--- config.mk ---
export PLATFORM = sky130hd
export DESIGN_NAME = mem_wb_stage
export DESIGN_NICKNAME = d
export VERILOG_FILES = /design/src/rtl/mips_pkg.sv /design/src/rtl/load_extend.sv /design/src/rtl/mem_wb_stage.sv
export SDC_FILE = /design/constraint.sdc
export NUM_CORES = 1
export LEC_CHECK = 0
export ABC_AREA = 1
export CORE_MARGIN = 2
export CORE_UTILIZATION = 46
export DETAILED_ROUTE_END_ITERATION = 10
export PLACE_DENSITY = 0.87
export SYNTH_ARGS = -nofsm -noshare
export SYNTH_HDL_FRONTEND = slang
export SYNTH_SLANG_ARGS = --single-unit
--- constraint.sdc ---
create_clock -name clk -period 1.8 [get_ports clk]
set_clock_uncertainty 0.15 [all_clocks]
set_input_delay 0.27 -clock clk [delete_from_list [all_inputs] [get_ports clk]]
set_output_delay 0.27 -clock clk [all_outputs]
set_load 0.1 [all_outputs]
--- src/rtl/mips_pkg.sv ---
// Shared MIPS opcode constants and the MEM/WB register payload.
// The load-misalignment trap is enabled by defining LOAD_MISALIGN_TRAP_EN.
package mips_pkg;

  // Data-memory opcodes
  localparam logic [5:0] OP_LB  = 6'b100000;
  localparam logic [5:0] OP_LH  = 6'b100001;
  localparam logic [5:0] OP_LW  = 6'b100011;
  localparam logic [5:0] OP_LBU = 6'b100100;
  localparam logic [5:0] OP_LHU = 6'b100101;
  localparam logic [5:0] OP_SB  = 6'b101000;
  localparam logic [5:0] OP_SH  = 6'b101001;
  localparam logic [5:0] OP_SW  = 6'b101011;

  typedef struct packed {
    logic        valid;
    logic        reg_write;
    logic [4:0]  rd;
    logic [31:0] data;
  } wb_reg_t;

  // Halfword loads need 2-byte alignment, word loads need 4-byte alignment.
  function automatic logic is_misaligned(input logic [5:0] opcode,
                                         input logic [1:0] offset);
    case (opcode)
      OP_LH, OP_LHU: return offset[0];
      OP_LW:         return offset != 2'b00;
      default:       return 1'b0;
    endcase
  endfunction

endpackage

--- src/rtl/load_extend.sv ---
// Big-endian lane select and sign/zero extension of a data-memory read word.
// Halfword lanes use offset[1] only; word loads ignore the offset.
module load_extend
  import mips_pkg::*;
(
  input  logic [5:0]  opcode,
  input  logic [1:0]  offset,
  input  logic [31:0] word,
  output logic [31:0] value
);

  logic [7:0]  byte_sel;
  logic [15:0] half_sel;

  always_comb begin
    // NOTE: every always_comb output gets a default first so no path infers a latch.
    byte_sel = word[31:24];
    case (offset)
      2'd0: byte_sel = word[31:24];
      2'd1: byte_sel = word[23:16];
      2'd2: byte_sel = word[15:8];
      2'd3: byte_sel = word[7:0];
      default: byte_sel = word[31:24];
    endcase
  end

  assign half_sel = offset[1] ? word[15:0] : word[31:16];

  always_comb begin
    value = word;
    case (opcode)
      OP_LB:   value = {{24{byte_sel[7]}}, byte_sel};
      OP_LBU:  value = {24'h0, byte_sel};
      OP_LH:   value = {{16{half_sel[15]}}, half_sel};
      OP_LHU:  value = {16'h0, half_sel};
      default: value = word;
    endcase
  end

endmodule

--- src/rtl/mem_wb_stage.sv ---
// MEM/WB pipeline register with load extension, stall/flush control and $zero write suppression.
// Define LOAD_MISALIGN_TRAP_EN to add the registered misalign_exc output.
module mem_wb_stage
  import mips_pkg::*;
#(
  parameter int DATA_W = 32  // only 32 is supported
) (
  input  logic              clk,
  input  logic              reset,
  input  logic              in_valid,
  input  logic              stall,
  input  logic              flush,
  input  logic [5:0]        opcode,
  input  logic [DATA_W-1:0] mem_data,
  input  logic [DATA_W-1:0] alu_result,
  input  logic [4:0]        rd_addr,
  input  logic              reg_write,
  input  logic              mem_to_reg,
  output logic              wb_valid,
  output logic              wb_reg_write,
  output logic [4:0]        wb_rd,
  output logic [DATA_W-1:0] wb_data
`ifdef LOAD_MISALIGN_TRAP_EN
  ,
  output logic              misalign_exc
`endif
);

  wb_reg_t     q;
  wb_reg_t     d;
  logic [31:0] load_value;

  load_extend u_load_extend (
    .opcode (opcode),
    .offset (alu_result[1:0]),
    .word   (mem_data),
    .value  (load_value)
  );

`ifdef LOAD_MISALIGN_TRAP_EN
  logic misaligned;
  logic exc_q;
  assign misaligned = is_misaligned(opcode, alu_result[1:0]);
`endif

  always_comb begin
    d.valid     = 1'b1;
    d.reg_write = reg_write && (rd_addr != 5'd0);
    d.rd        = rd_addr;
    d.data      = mem_to_reg ? load_value : alu_result;
`ifdef LOAD_MISALIGN_TRAP_EN
    if (misaligned) d.reg_write = 1'b0;
`endif
  end

  // Flush beats stall; an idle MEM stage loads the same bubble as a flush.
  always_ff @(posedge clk or posedge reset) begin
    // NOTE: sequential state uses non-blocking assignment so all fields sample pre-edge values.
    if (reset)          q <= '0;
    else if (flush)     q <= '0;
    else if (!stall)    q <= in_valid ? d : '0;
  end

`ifdef LOAD_MISALIGN_TRAP_EN
  always_ff @(posedge clk or posedge reset) begin
    if (reset)          exc_q <= 1'b0;
    else if (flush)     exc_q <= 1'b0;
    else if (!stall)    exc_q <= in_valid && misaligned;
  end
  assign misalign_exc = exc_q;
`endif

  assign wb_valid     = q.valid;
  assign wb_reg_write = q.reg_write;
  assign wb_rd        = q.rd;
  assign wb_data      = q.data;

endmodule

==> results_dict.tcl <==
set metrics [dict create \
    utilization_pct 80.5 \
    cp-start-kind "input port" \
    synth_top_area_share_pct 35.8 \
    reg2reg_slack_ns 0.88 \
    cp_data_required_time_ns 1.87 \
    hold_class "in2async" \
    synth_nets 510 \
    worst_slew_pin_slew_ns 0.583 \
    wl_mm 9.76 \
    synth_edf_count 0 \
    cap_violations 0 \
    rows 28 \
    synthFlopType "dfrtp_1" \
    vias 3380 \
    drv_slew 0 \
    die_area_um2 6560 \
    grt_pass1_vias 3330 \
    wl_per_cell_um 15.3 \
    r2r_end "wb_data[15]$_DFFE_PP0P_" \
    p_seq_share_pct 36.9 \
    clk_pin_slew_worst_paths_ns 0.08 \
    portBuffers 120 \
    p_int_w 0.00165 \
    setup_violations 0 \
    yosysWarnings 0 \
    cts_tree "built" \
    clockPowerShare_pct 23.3 \
    synth_compound_area_share_pct 10.4 \
    track_usage_pct 30.7 \
    route.met3.wl_mm 1.00 \
    start_util_pct 46.9 \
    switchingPower_w 0.000945 \
    place_area_um2 4560 \
    ant_nets 0 \
    synth_simple_gate_area_share_pct 44.9 \
    synth_mux_area_share_pct 0 \
    n_antenna_cell 0 \
    fin_crit_sh_pct 99.7 \
    status "completed" \
    synthDistinctLibCells 30 \
    cp-endpoint "wb_data[7]$_DFFE_PP0P_" \
    htreeDepth 2 \
    synth_fa_ha_area_share_pct 0 \
    cts_hold_buffers 0 \
    synth_seq_area_share_pct 35.8 \
    die_h_um 81.0 \
    cts_num_sinks 39 \
    hold_viol_final 0 \
    multiInputGateArea_um2 1530 \
    clk_root_buffer_cell "clkbuf_8" \
    cp.arrival_ns 1.87 \
    synth_top_family_by_area "simple AND/OR/NAND/NOR gates" \
    antenna_found_initial 0 \
    ys_top_cells_by_area "dfrtp_1, nand2_1, nor2_1" \
    area_growth_pct 71.6 \
    final_cell_area_um2 4680 \
    synth-xor-area-share_pct 0 \
    drive_gt1_share_pct 19.5 \
    cp-end-kind "register" \
    min_period_ns 1.80 \
    grt_pass1_wl_mm 15.6 \
    drt_iter0_drc 289 \
    comb_power_share_pct 39.8 \
    relSlewSlack_pct 61.1 \
    clk_path_buf_depth 2 \
    synthCells 428 \
    yosysTopAreaCell "dfrtp_1" \
    crit_start "opcode[5]" \
    vias_per_cell 5.29 \
    routed.top_layer "met4" \
    die_w_um 81.0 \
    drc_errors 0 \
    hpwl_mm 7.36 \
    max_clock_freq_mhz 557 \
    num-nets-final 646 \
    first_pass_iters 6 \
    grt_max_degree 40 \
    cts_made_buffers 5 \
    async_reset_ff_share_pct 100 \
    rsz0062_at_grt "true" \
    dr_wl_met2_mm 4.71 \
    fillers 372 \
    insertion_delay_ns 0.29 \
    swShare_pct 36.4 \
    avgSynthCellArea_um2 6.38 \
    ios 121 \
    core_area_um2 5820 \
    crit_fanout 12 \
    synth_area_um2 2730 \
    criticalPathCategory "in2reg" \
    irDropWorstVdd_mv 0.392 \
    grt.overflow.total 0 \
    met1Wirelength_mm 3.73 \
    p_leak_nw 2.40 \
    seqCellArea_um2 976 \
    r2r_start "wb_data[15]$_DFFE_PP0P_" \
    synth.ff_latch_count 39 \
    p_per_area_nw_per_um2 555 \
    gp_congestion 0.969 \
    reg2reg_depth 2 \
]
final cells by class:
class / count / share of cell area, %
Clock buffer: 6 / 1.76
Timing Repair Buffer: 152 / 40.0
Inverter: 30 / 2.56
Tap cell: 75 / 2.00
Clock inverter: 1 / 0.107
Multi-Input combinational cell: 336 / 32.8
Sequential cell: 39 / 20.8
flip-flops by register name, indices dropped and copies added (netlist names):
signal,count
wb_reg_write,1
wb_data,32
wb_rd,5
wb_valid,1
critical path, stage by stage:
cell and delay [ns]:
clkdlybuf4s50_1 0.51, inv_2 0.06, nor2_4 0.11, nand2_4 0.11, buf_4 0.20, nor2_2 0.14
nand3_1 0.12, nand3_1 0.14, a21oi_1 0.07, o21ai_1 0.13
repair_timing:
item,in CTS,in global routing
endpoints found under the hold margin,0,0
setup buffers,0,1
resized for setup,0,8
endpoints found under the setup margin,0,20
placed cells by master, fill, tap and decap left out:
cell	count
nor2_2	3
nand4_4	1
clkdlybuf4s50_1	80
nand2_2	11
dfrtp_1	39
buf_4	29
a21oi_1	22
a21boi_0	2
clkbuf_8	6
nand3_1	22
a22o_1	3
nor4_1	1
nand2_4	1
nor2_4	1
o21ai_0	13
nand2_1	181
inv_1	26
o21ai_1	3
nor2_8	1
buf_12	42
nor2_1	51
nand3_4	2
nand3_2	2
inv_2	2
inv_4	1
o211ai_1	7
nand4_1	3
dlymetal6s2s_1	1
inv_6	1
clkinv_2	1
or2_2	6
worst min path at each step:
stage	start	end	slack [ns]
finish	reset	wb_reg_write$_DFFE_PP0P_	0.19
CTS	reset	wb_reg_write$_DFFE_PP0P_	0.20
floorplan	alu_result[4]	wb_data[4]$_DFFE_PP0P_	0.25
global placement	wb_data[8]$_DFFE_PP0P_	wb_data[8]$_DFFE_PP0P_	0.37
detailed placement	wb_data[23]$_DFFE_PP0P_	wb_data[23]$_DFFE_PP0P_	0.38
global route	reset	wb_reg_write$_DFFE_PP0P_	0.22
routing by layer:
| metal | global-route usage [%] | up-vias |
|---|---|---|
| met3 | 6.33 | 34 |
| li1 | - | 1601 |
| met4 | 10.8 | 0 |
| met2 | 53.1 | 202 |
| met5 | 0 | - |
| met1 | 37.7 | 1543 |
cells in the mapped netlist, types with 6 or more instances:
| master | instances |
|---|---|
| o211ai_1 | 7 |
| nand3_1 | 22 |
| inv_1 | 26 |
| o21ai_0 | 14 |
| dfrtp_1 | 39 |
| or2_2 | 6 |
| a21oi_1 | 22 |
| nand2_2 | 10 |
| clkbuf_1 | 12 |
| nor2_1 | 53 |
| nand2_1 | 182 |
power groups by stage:
stage	Sequential [W]	Combinational, W	Clock [W]
after floorplan	0.00123	0.000264	0
after global placement	0.000975	0.000996	0
after detailed placement	0.000974	0.00102	0
after CTS	0.000959	0.00102	0.000610
after global routing	0.000964	0.00109	0.000651
final	0.000959	0.00103	0.000607
per-stage QoR:
step	TNS [ns]	std cells	setup WS (ns)	hold WS [ns]	total power, W
floorplan	0	428	0.354	0.251	0.00150
global placement	-3.81	630	-0.166	0.375	0.00197
detailed placement	-6.13	630	-0.263	0.379	0.00199
CTS	0	637	0.0181	0.196	0.00259
global route	-0.0951	639	-0.0474	0.218	0.00271
finish	0	639	0.00453	0.188	0.00260
cells by family (layout without fill, tap and decap cells):
group | after synthesis | count (layout)
flops | 39 | 39
buf+inv | 54 | 189
simple gates | 285 | 286
compound gates | 50 | 50
Power figures use the tool's default switching activity.
